`src/rtl/hazard_pkg.sv`:
```
// rtl/hazard_pkg.sv - shared types, forwarding select codes and helpers for the hazard controller
package hazard_pkg;

    typedef logic [1:0] fwd_sel_t;

    localparam fwd_sel_t FWD_REG = 2'b00;
    localparam fwd_sel_t FWD_W   = 2'b01;
    localparam fwd_sel_t FWD_M   = 2'b10;

    // Counters of any width up to 64 bits share this; w gives the live width.
    function automatic logic [63:0] sat_inc(input logic [63:0] v, input int unsigned w);
        logic [63:0] max_v;
        max_v = (w >= 64) ? '1 : ((64'd1 << w) - 64'd1);
        return (v >= max_v) ? max_v : v + 64'd1;
    endfunction

endpackage

```
`src/rtl/hazard_ctrl_unit_md_stall_timer.sv`:
```
// rtl/hazard_ctrl_unit_md_stall_timer.sv - counts EX occupancy of a multi-cycle op and raises md_stall
module md_stall_timer #(
    parameter int MD_LAT = 4
) (
    input  logic clk,
    input  logic rst,
    input  logic md_op,
    output logic md_stall
);
    localparam int CW = (MD_LAT > 1) ? $clog2(MD_LAT) : 1;
    localparam logic [CW-1:0] LAST = CW'(MD_LAT - 1);

    logic [CW-1:0] md_cnt;
    logic          at_last;

    assign at_last  = (md_cnt == LAST);
    assign md_stall = !rst && md_op && !at_last;

    // Clearing when the op leaves or is squashed makes the next op start a full count.
    always_ff @(posedge clk) begin
        if (rst || !md_op || at_last) begin
            md_cnt <= '0;
        end else begin
            md_cnt <= md_cnt + CW'(1);
        end
    end

endmodule

```
`src/rtl/hazard_ctrl_unit.sv`:
```
// rtl/hazard_ctrl_unit.sv - forwarding, load-use/branch/multi-cycle hazard control and perf counters
module hazard_ctrl_unit
    import hazard_pkg::*;
#(
    parameter int REG_AW = 5,
    parameter int MD_LAT = 4,
    parameter int PERF_W = 32
) (
    input  logic              clk,
    input  logic              rst,
    input  logic [REG_AW-1:0] rs1_d,
    input  logic [REG_AW-1:0] rs2_d,
    input  logic [REG_AW-1:0] rs1_e,
    input  logic [REG_AW-1:0] rs2_e,
    input  logic [REG_AW-1:0] rd_e,
    input  logic [REG_AW-1:0] rd_m,
    input  logic [REG_AW-1:0] rd_w,
    input  logic              load_e,
    input  logic              reg_write_m,
    input  logic              reg_write_w,
    input  logic              pc_src_e,
    input  logic              md_op_e,
    output logic [1:0]        forward_a_e,
    output logic [1:0]        forward_b_e,
    output logic              stall_f,
    output logic              stall_d,
    output logic              stall_e,
    output logic              flush_d,
    output logic              flush_e,
    output logic              flush_m,
    output logic              md_busy,
    output logic [PERF_W-1:0] stall_cnt,
    output logic [PERF_W-1:0] flush_cnt
);
    logic md_stall;
    logic lw_stall;

    md_stall_timer #(.MD_LAT(MD_LAT)) u_md_timer (
        .clk      (clk),
        .rst      (rst),
        .md_op    (md_op_e),
        .md_stall (md_stall)
    );

    function automatic fwd_sel_t fwd_for(input logic [REG_AW-1:0] rs);
        if (reg_write_m && rd_m != '0 && rd_m == rs) return FWD_M;
        if (reg_write_w && rd_w != '0 && rd_w == rs) return FWD_W;
        return FWD_REG;
    endfunction

    assign lw_stall = load_e && rd_e != '0 && (rd_e == rs1_d || rd_e == rs2_d);
    assign md_busy  = md_stall;

    always_comb begin
        forward_a_e = fwd_for(rs1_e);
        forward_b_e = fwd_for(rs2_e);
        stall_f     = 1'b0;
        stall_d     = 1'b0;
        stall_e     = 1'b0;
        flush_d     = 1'b0;
        flush_e     = 1'b0;
        flush_m     = 1'b0;
        if (rst) begin
            forward_a_e = FWD_REG;
            forward_b_e = FWD_REG;
            flush_d     = 1'b1;
            flush_e     = 1'b1;
            flush_m     = 1'b1;
        end else if (md_stall) begin
            stall_f = 1'b1;
            stall_d = 1'b1;
            stall_e = 1'b1;
            flush_m = 1'b1;
        end else if (pc_src_e) begin
            // The DE instruction is squashed, so a pending load-use needs no stall.
            flush_d = 1'b1;
            flush_e = 1'b1;
        end else if (lw_stall) begin
            stall_f = 1'b1;
            stall_d = 1'b1;
            flush_e = 1'b1;
        end
    end

    always_ff @(posedge clk) begin
        if (rst) begin
            stall_cnt <= '0;
            flush_cnt <= '0;
        end else begin
            if (stall_f) begin
                stall_cnt <= PERF_W'(sat_inc(64'(stall_cnt), PERF_W));
            end
            if (pc_src_e && !md_stall) begin
                flush_cnt <= PERF_W'(sat_inc(64'(flush_cnt), PERF_W));
            end
        end
    end

endmodule
```
`config.mk`:
```
export PLATFORM = sky130hd
export DESIGN_NAME = hazard_ctrl_unit
export DESIGN_NICKNAME = d
export VERILOG_FILES = /design/src/rtl/hazard_pkg.sv /design/src/rtl/hazard_ctrl_unit_md_stall_timer.sv /design/src/rtl/hazard_ctrl_unit.sv
export SDC_FILE = /design/constraint.sdc
export NUM_CORES = 1
export LEC_CHECK = 0
export BUFFER_PORTS_ARGS = -buffer_cell sky130_fd_sc_hd__clkbuf_2
export CORE_ASPECT_RATIO = 0.6
export CORE_MARGIN = 2
export CORE_UTILIZATION = 45
export CTS_CLUSTER_DIAMETER = 150
export DETAILED_ROUTE_END_ITERATION = 8
export PLACE_DENSITY = 0.76
export SLEW_MARGIN = 20
export SYNTH_ARGS = -nofsm -noshare
export SYNTH_HDL_FRONTEND = slang
export SYNTH_SLANG_ARGS = --single-unit
```
`constraint.sdc`:
```
create_clock -name clk -period 6.3 [get_ports clk]
set_input_delay 0.63 -clock clk [delete_from_list [all_inputs] [get_ports clk]]
set_output_delay 0.63 -clock clk [all_outputs]
set_load 0.005 [all_outputs]
```
* Word level (Yosys, flattened, before mapping)
Cells that the tools add are included.
** Cells by class
- Shifts and indexed selects :: 0
- Bitwise operators :: 0
- $mul :: 0
- Mux-type cells :: 31
- Divide/modulo/power cells :: 0
- Reductions and logical operators :: 21
- Add/subtract/negate cells :: 3
- Equality and inequality tests :: 7
- $lt $le $gt $ge :: 2
** Operators by type and width (number)
- $add 32x1->32 const B :: 2
- $ge 32x32->1 const B :: 2
- $mux 32 :: 2
- $eq 5x5->1 :: 6
- $mux 2 :: 10
- $mux 1 :: 19
- $reduce_bool 5->1 :: 3
- $logic_and 1x1->1 :: 11
- $logic_not 1->1 :: 4
- $logic_or 1x1->1 :: 3
- $add 2x1->2 const B :: 1
- $eq 2x2->1 const B :: 1
** Word-level totals
- Memory bits (read-only) :: 0
- Register bits after elaboration :: 66
- Bits in latches :: 0
- Memories kept :: 0
- Logic and storage cells :: 67
- Output and inout bits :: 75
- Input bits :: 42
- Bits in writable memories :: 0

* Depth between registers and ports, before layout
Gate-level depths: netlist of run 1.
- Depth in word-level cells :: 8
- Depth in mapped cells :: 9
- Depth with buffers taken out :: 8

* Modules after synthesis
A second synthesis of run 1 with hierarchy kept.
** Second synthesis, totals
- Cell total of the unflattened synthesis :: 453
- Area total of the unflattened synthesis :: 3829.9 µm²
** By module, submodules not included
- hazard_ctrl_unit :: cells an instance 447, times used 1, area each 3742.3 µm², seq. area each 1281.2 µm²
- md_stall_timer :: cells an instance 6, times used 1, area each 87.6 µm², seq. area each 40.0 µm²

* Worst setup path before layout of run 1
OpenSTA, ideal clock, no wires.
- Kind :: input to output
- Start point :: in rd_e[1]
- End point :: out stall_f
- Arrival :: 2.056 ns
- Buffers on the path :: 2
- Stages on the path :: 7
- Data required time :: 5.670 ns
- Setup slack :: 3.614 ns
- Cell sequence :: or4_1 > o21ai_2 > nor2_1 > a21oi_4 > inv_2 > buf_2 > buf_4
** On the way
- Cells in the longest elaborated chain, start to end :: 7
- Elaborated cells between the ends (all ways) :: 10
- Those cells by class :: eq/ne: 2; mux: 4; reduce/logical: 4
** RTL lines
- start, declared :: RTL line hazard_ctrl_unit.sv:15 : input logic [REG_AW-1:0] rd_e,
- $eq 5x5->1 or $reduce_bool 5->1 (tied branches) :: RTL line hazard_ctrl_unit.sv:51 : assign lw_stall = load_e && rd_e != '0 && (rd_e == rs1_d || rd_e == rs2_d);
- $logic_or 1x1->1 or $logic_and 1x1->1 (tied branches) :: RTL line hazard_ctrl_unit.sv:51
- $logic_and 1x1->1 * :: RTL line hazard_ctrl_unit.sv:51
- $mux 1 * (4 in a row)
- end, declared :: RTL line hazard_ctrl_unit.sv:25 : output logic stall_f,
Mark *: on every way between the ends. The rest lies on a longest branch, timed or not.

* Worst setup path in the final report of run 1
- Start point :: in rd_e[1]
- End point :: out stall_d
** On the way
- Cells in the longest elaborated chain, start to end :: 7
- Elaborated cells between the ends (all ways) :: 10
- Those cells by class :: eq/ne: 2; mux: 4; reduce/logical: 4
** RTL lines
- $eq 5x5->1 or $reduce_bool 5->1 (tied branches) :: RTL line hazard_ctrl_unit.sv:51
- $logic_or 1x1->1 or $logic_and 1x1->1 (tied branches) :: RTL line hazard_ctrl_unit.sv:51
- $logic_and 1x1->1 * :: RTL line hazard_ctrl_unit.sv:51
- $mux 1 * :: RTL line hazard_ctrl_unit.sv:78 : end else if (lw_stall) begin
- $mux 1 * :: RTL line hazard_ctrl_unit.sv:74 : end else if (pc_src_e) begin
- $mux 1 * :: RTL line hazard_ctrl_unit.sv:69 : end else if (md_stall) begin
- $mux 1 * :: RTL line hazard_ctrl_unit.sv:63 : if (rst) begin
- end, declared :: RTL line hazard_ctrl_unit.sv:26 : output logic stall_d,
Marked as above.

==> results of run 1 <==
[power by group through the flow]
stage	Combinational (mW)	Sequential, mW	Clock, mW
after global routing	0.0959	0.428	0.570
after detailed placement	0.0868	0.436	0
final	0.0872	0.428	0.547
after global placement	0.0838	0.436	0
after CTS	0.0871	0.427	0.551
after floorplan	0.0506	0.435	0
[how the worst max path moves through the flow]
stage | cells past startpoint | slack [ns] | endpoint | start
2_1_floorplan | 7 | 3.61 | stall_f | rd_e[1]
3_3_place_gp | 7 | 3.11 | stall_d | rd_e[1]
3_5_place_dp | 7 | 3.06 | stall_d | rd_e[1]
4_1_cts | 7 | 3.06 | stall_d | rd_e[1]
5_1_grt | 7 | 2.94 | stall_d | rd_e[1]
6_report | 7 | 3.05 | stall_d | rd_e[1]
[layout by cell type, fill, tap and decap left out, drive strengths merged, types with 3 or more instances in the layout]
cell type	n
a211oi	3
a21o	3
a21oi	48
a22o	5
a311oi	6
a31oi	5
a32oi	3
and3	11
and4	5
clkbuf	126
clkinvlp	4
dfxtp	66
ha	3
inv	13
nand2	45
nand3	33
nand4	9
nor2	35
nor3	25
nor4	16
o21a	4
o21ai	22
o21bai	3
o31ai	4
or4	4
xnor2	33
xor2	21
[logic make-up after synthesis]
kind of cell             count (synthesis)  share of synthesized area, %
adder cells (fa/ha/maj)                  3                          1.00
AND/OR/NAND/NOR                        194                          28.0
XOR/XNOR                                54                          12.6
buffers and inverters                   32                          3.78
multiplexers                             1                         0.268
flip-flops                              66                          35.3
AO/OA/AOI/OAI                          113                          19.0
[routing by layer]
layer / vias up / global-route usage [%] / share of wire (%)
li1: 1913 / - / -
met1: 1821 / 32.2 / 48
met2: 177 / 36.1 / 42
met3: 11 / 7.35 / 8.7
met4: 0 / 5.49 / 0.88
met5: - / 0 / 0
[worst max-delay path: stages]
cell      delay (ns)
clkbuf_2        0.11
or4_1           0.54
o21ai_2         0.19
nor2_1          0.11
a21oi_4         0.45
inv_2           0.37
clkbuf_2        0.21
[metrics by stage]
| stage | std cells | hold slack (ns) | utilization [%] | worst slack, ns |
|---|---|---|---|---|
| final | 685 | 0.441 | 59.0 | 3.05 |
| after global routing | 685 | 0.461 | 59.0 | 2.94 |
| after CTS | 685 | 0.433 | 58.9 | 3.06 |
| after detailed placement | 669 | 0.424 | 54.8 | 3.06 |
| after floorplan | 463 | 0.399 | - | 3.61 |
| after global placement | 669 | 0.407 | 54.8 | 3.11 |
[sequential cells by signal (all words and copies together) (netlist names)]
register	cells
flush_cnt	32
stall_cnt	32
u_md_timer.md_cnt	2
[final cells by class]
class / count / area share, %
Clock buffer: 10 / 5.08
Timing Repair Buffer: 117 / 12.5
Multi-Input combinational cell: 365 / 48.5
Clock inverter: 6 / 1.91
Sequential cell: 66 / 28.1
Inverter: 13 / 1.04
Tap cell: 108 / 2.87
==> qor.txt, run 1 <==
Number of global-route vias before repair -> 3,466
Worst hold start -> u_md_timer.md_cnt[0]$_SDFF_PN0_
Die height -> 74.6 µm
Filler cells -> 720
Final instance area -> 4700 µm²
Clock sink count -> 66
Number of remaining DRC errors -> 0
Reg2Reg Depth -> 7
Clock skew -> 0.00493 ns
Arr. time, crit path -> 2.62 ns
Hold Crit Depth -> 1
Antenna violations before repair -> 0
Post-synth ARST share -> 0%
Post-synth top area cell -> dfxtp_1
Cells after Synth -> 463
Die area -> 9080 µm²
Fmax -> 307 MHz
Core ar. -> 7980 µm²
Worst-path clk slew -> 0.06 ns
First-pass GRT wire length -> 16,700 µm
Buffer count from post-CTS setup fixing -> 0
TNS Setup -> 0 ns
Overall power -> 1.06 mW
Critical R2R Launch -> stall_cnt[0]$_SDFFE_PP0P_
IO Pins -> 117
Commonest cells post-synth -> dfxtp_1 (66), a21oi_1 (47), nand2_1 (45)
Pre-Repair DR Iteration Count -> 5
YS warnings -> 0
Most area-consuming cells after synthesis -> dfxtp_1 (35%), xnor2_1 (7.7%), a21oi_1 (6.3%)
# Max-Cap Violations -> 0
Slew margin rel. -> 41.1%
Sequential share of power -> 40.3%
Crit path capture type -> primary output
Seq/Total Area, Yosys -> 35.3%
GP Congestion -> 0.837
Outcome -> finished clean
Number of synthesized flops with an enable pin -> 0
Vias -> 3,922
Net switching power -> 246 µW
Port buffer count -> 116
Cts bufs inserted -> 9
Sw frac -> 23.2%
Multi-input logic area -> 2280 µm²
Period minus WS final -> 3.25 ns
WS Path Type -> input pin to primary output
Number of cell rows -> 25
Final wirelength -> 10,900 µm
Nets -> 617
Worst slew pin tran -> 0.883 ns
Seq. cell area -> 1320 µm²
Avg WL per Cell -> 15.9 µm
Reg2reg setup slack -> 3.49 ns
Die width -> 122 µm
Post-CTS sizing -> 0
#FFs+latches synth -> 66
Top-area cell type share of the netlist area -> 35.3%
Total grt overflow -> 0
Library cells used by synthesis -> 55
Total track usage -> 23.3%
Vias per cell -> 5.73
H-tree levels -> 3
Largest net degree at the start of global routing -> 40
Lkg Pwr -> 1.85 nW
Gate power share -> 8.2%
Synthesized net count -> 508
DP HPWL -> 7890 µm
Layout area overhead -> 25.8%
Post-DP Area -> 4370 µm²
Initial DRC Count -> 315
RSZ-0062 raised after global routing -> false
Hold Vio Cnt, Final -> 0
PD cells -> 226 nW/µm²
Worst vdd ir -> 0.113 mV
Synthesized area -> 3740 µm²
Clock Latency Late Sink -> 0.33 ns
Req. time, crit path -> 5.67 ns
Starting density of the core -> 46.9%
CTS tree -> yes
Max Root-Sink Buffers -> 2
Final Setup Violations -> 0
CP startpoint kind -> input pin
Top-count cell post-synth -> dfxtp_1
Post-route clock period utilization -> 51.6%
CTS Hold Bufs -> 0
Internal -> 815 µW
Worst Hold Path EP -> u_md_timer.md_cnt[0]$_SDFF_PN0_
Clock network fraction of total power -> 51.5%
Antenna Diode Count -> 0
Crit-path max FO -> 29
Critical R2R Capture -> stall_cnt[16]$_SDFFE_PP0P_
Most used DFF post-synth -> dfxtp_1
Clock root cell -> clkbuf_16
Syn Area/Cell -> 8.08 µm²
DRT antenna net count -> 0
HP Class -> flip-flop to flip-flop
Slew Limit Fails -> 0
Layout cells sized above 1 -> 26.2%
No activity file was read; power rests on OpenSTA's default activity.
==> run 2: changes to the inputs <==
- PLACE_DENSITY: 0.76 -> 0.79
- clock period: 6.3 -> 2.6 ns (I/O delays scaled with it)
==> qor.txt, run 2 (synthesis results as in run 1) <==
Cts bufs inserted -> 9
WS Path Type -> flip-flop to primary output
Final hold slack -> 0.345 ns
CP startpoint kind -> flip-flop
Avg WL per Cell -> 15.5 µm
Number of cell rows -> 25
Placed insts -> 681
DRT antenna net count -> 0
RSZ-0062 raised after global routing -> false
Top flop regs -> flush_cnt x32, stall_cnt x32, u_md_timer.md_cnt x2
Lkg Pwr -> 1.94 nW
Slowest CP cell -> inv_2
Vias per cell -> 5.66
Total grt overflow -> 0
Arr. time, crit path -> 2.21 ns
Worst vdd ir -> 0.528 mV
IO Pins -> 117
Port buffer count -> 116
Overall power -> 2.57 mW
Nets -> 629
Clock Latency Late Sink -> 0.32 ns
Outcome -> finished clean
Commonest non-fill, non-tap cell in the layout -> clkbuf_2
TNS Setup -> 0 ns
Commonest non-fill, non-tap cells in the layout -> clkbuf_2 (116), dfxtp_1 (66), a21oi_1 (47)
Hold Vio Cnt, Final -> 0
Post-CTS sizing -> 0
Routed wl met3 -> 736 µm
Die area -> 9080 µm²
Req. time, crit path -> 2.34 ns
HP Class -> input pin to flip-flop
Reg2reg setup slack -> 0.19 ns
Final wirelength -> 10,800 µm
GP Congestion -> 0.907
Final setup margin -> 0.130 ns
Worst slew pin tran -> 0.820 ns
Final std cells w/o fill -> 697
Util after Layout -> 60.2%
Clock root cell -> clkbuf_16
Number of global-route vias before repair -> 3,397
Crit-path max cell delay -> 0.41 ns
Crit-path cells -> ha_1 > nand2b_1 > a21o_1 > nor2_1 > a21oi_4 > inv_2 > clkbuf_2
Clock sink count -> 66
Total track usage -> 23.3%
Layout cells sized above 1 -> 27.5%
DP HPWL -> 8040 µm
Post-route clock period utilization -> 95.0%
CTS Hold Bufs -> 0
Vias -> 3,945
Die width -> 122 µm
Die height -> 74.6 µm
Period minus WS final -> 2.47 ns
Core ar. -> 7980 µm²
Post-DP Area -> 4460 µm²
Antenna Diode Count -> 0
Crit path capture type -> primary output
Met1 wire length -> 5280 µm
Top sig layer -> met4
Starting density of the core -> 46.9%
Antenna violations before repair -> 0
First-pass GRT wire length -> 16,700 µm
CTS tree -> yes
PD cells -> 535 nW/µm²
Place WS -> 0.193 ns
Pre-Repair DR Iteration Count -> 4
# Max-Cap Violations -> 0
Fmax -> 405 MHz
Final instance area -> 4800 µm²
Crit-path max FO -> 29
Worst-path clk slew -> 0.06 ns
Clock skew -> 0.00525 ns
Largest net degree at the start of global routing -> 31
Slew Limit Fails -> 0
Layout area overhead -> 28.3%
H-tree levels -> 3
Met2 wire length -> 4730 µm
Initial DRC Count -> 266
Slew margin rel. -> 45.3%
Buffer count from post-CTS setup fixing -> 0
Filler cells -> 729
Max Root-Sink Buffers -> 2
Number of remaining DRC errors -> 0
Final Setup Violations -> 0
run 2: final timing paths:
path                                   start                               to  depth (start not counted)
max          u_md_timer.md_cnt[0]$_SDFF_PN0_                          stall_d                          7
max reg2reg  u_md_timer.md_cnt[0]$_SDFF_PN0_       flush_cnt[19]$_SDFFE_PP0P_                          6
min                                      rst  u_md_timer.md_cnt[0]$_SDFF_PN0_                          3
min reg2reg  u_md_timer.md_cnt[0]$_SDFF_PN0_  u_md_timer.md_cnt[0]$_SDFF_PN0_                          1
run 2: area by class of cell:
type / instances / area (µm²) / share of cell area [%]
clock inverter: 6 / 90.1 / 1.88
tap: 108 / 135 / 2.82
multi-input combinational: 365 / 2290 / 47.7
clock buffer: 10 / 239 / 4.98
timing repair buffer: 129 / 678 / 14.1
inverter: 13 / 48.8 / 1.02
sequential: 66 / 1320 / 27.5
run 2: report_power, final:
group,internal [mW],switching [mW],total (mW)
clock network,0.867,0.446,1.31
logic,0.0939,0.124,0.218
registers,1.02,0.0145,1.04
run 2: metal layers:
metal / vias to the layer above / GRT usage, %
met4: 0 / 4.73
met2: 160 / 37.2
met3: 6 / 5.45
met1: 1848 / 32.8
met5: - / 0
li1: 1931 / -
run 2: worst max-delay path, delay by kind of cell (launching register included):
kind / cells / cell delay [ns]
AND/OR/NAND/NOR: 2 / 0.42
flip-flops: 1 / 0.32
AO/OA/AOI/OAI: 2 / 0.33
buffers and inverters: 2 / 0.62
adder cells (fa/ha/maj): 1 / 0.20
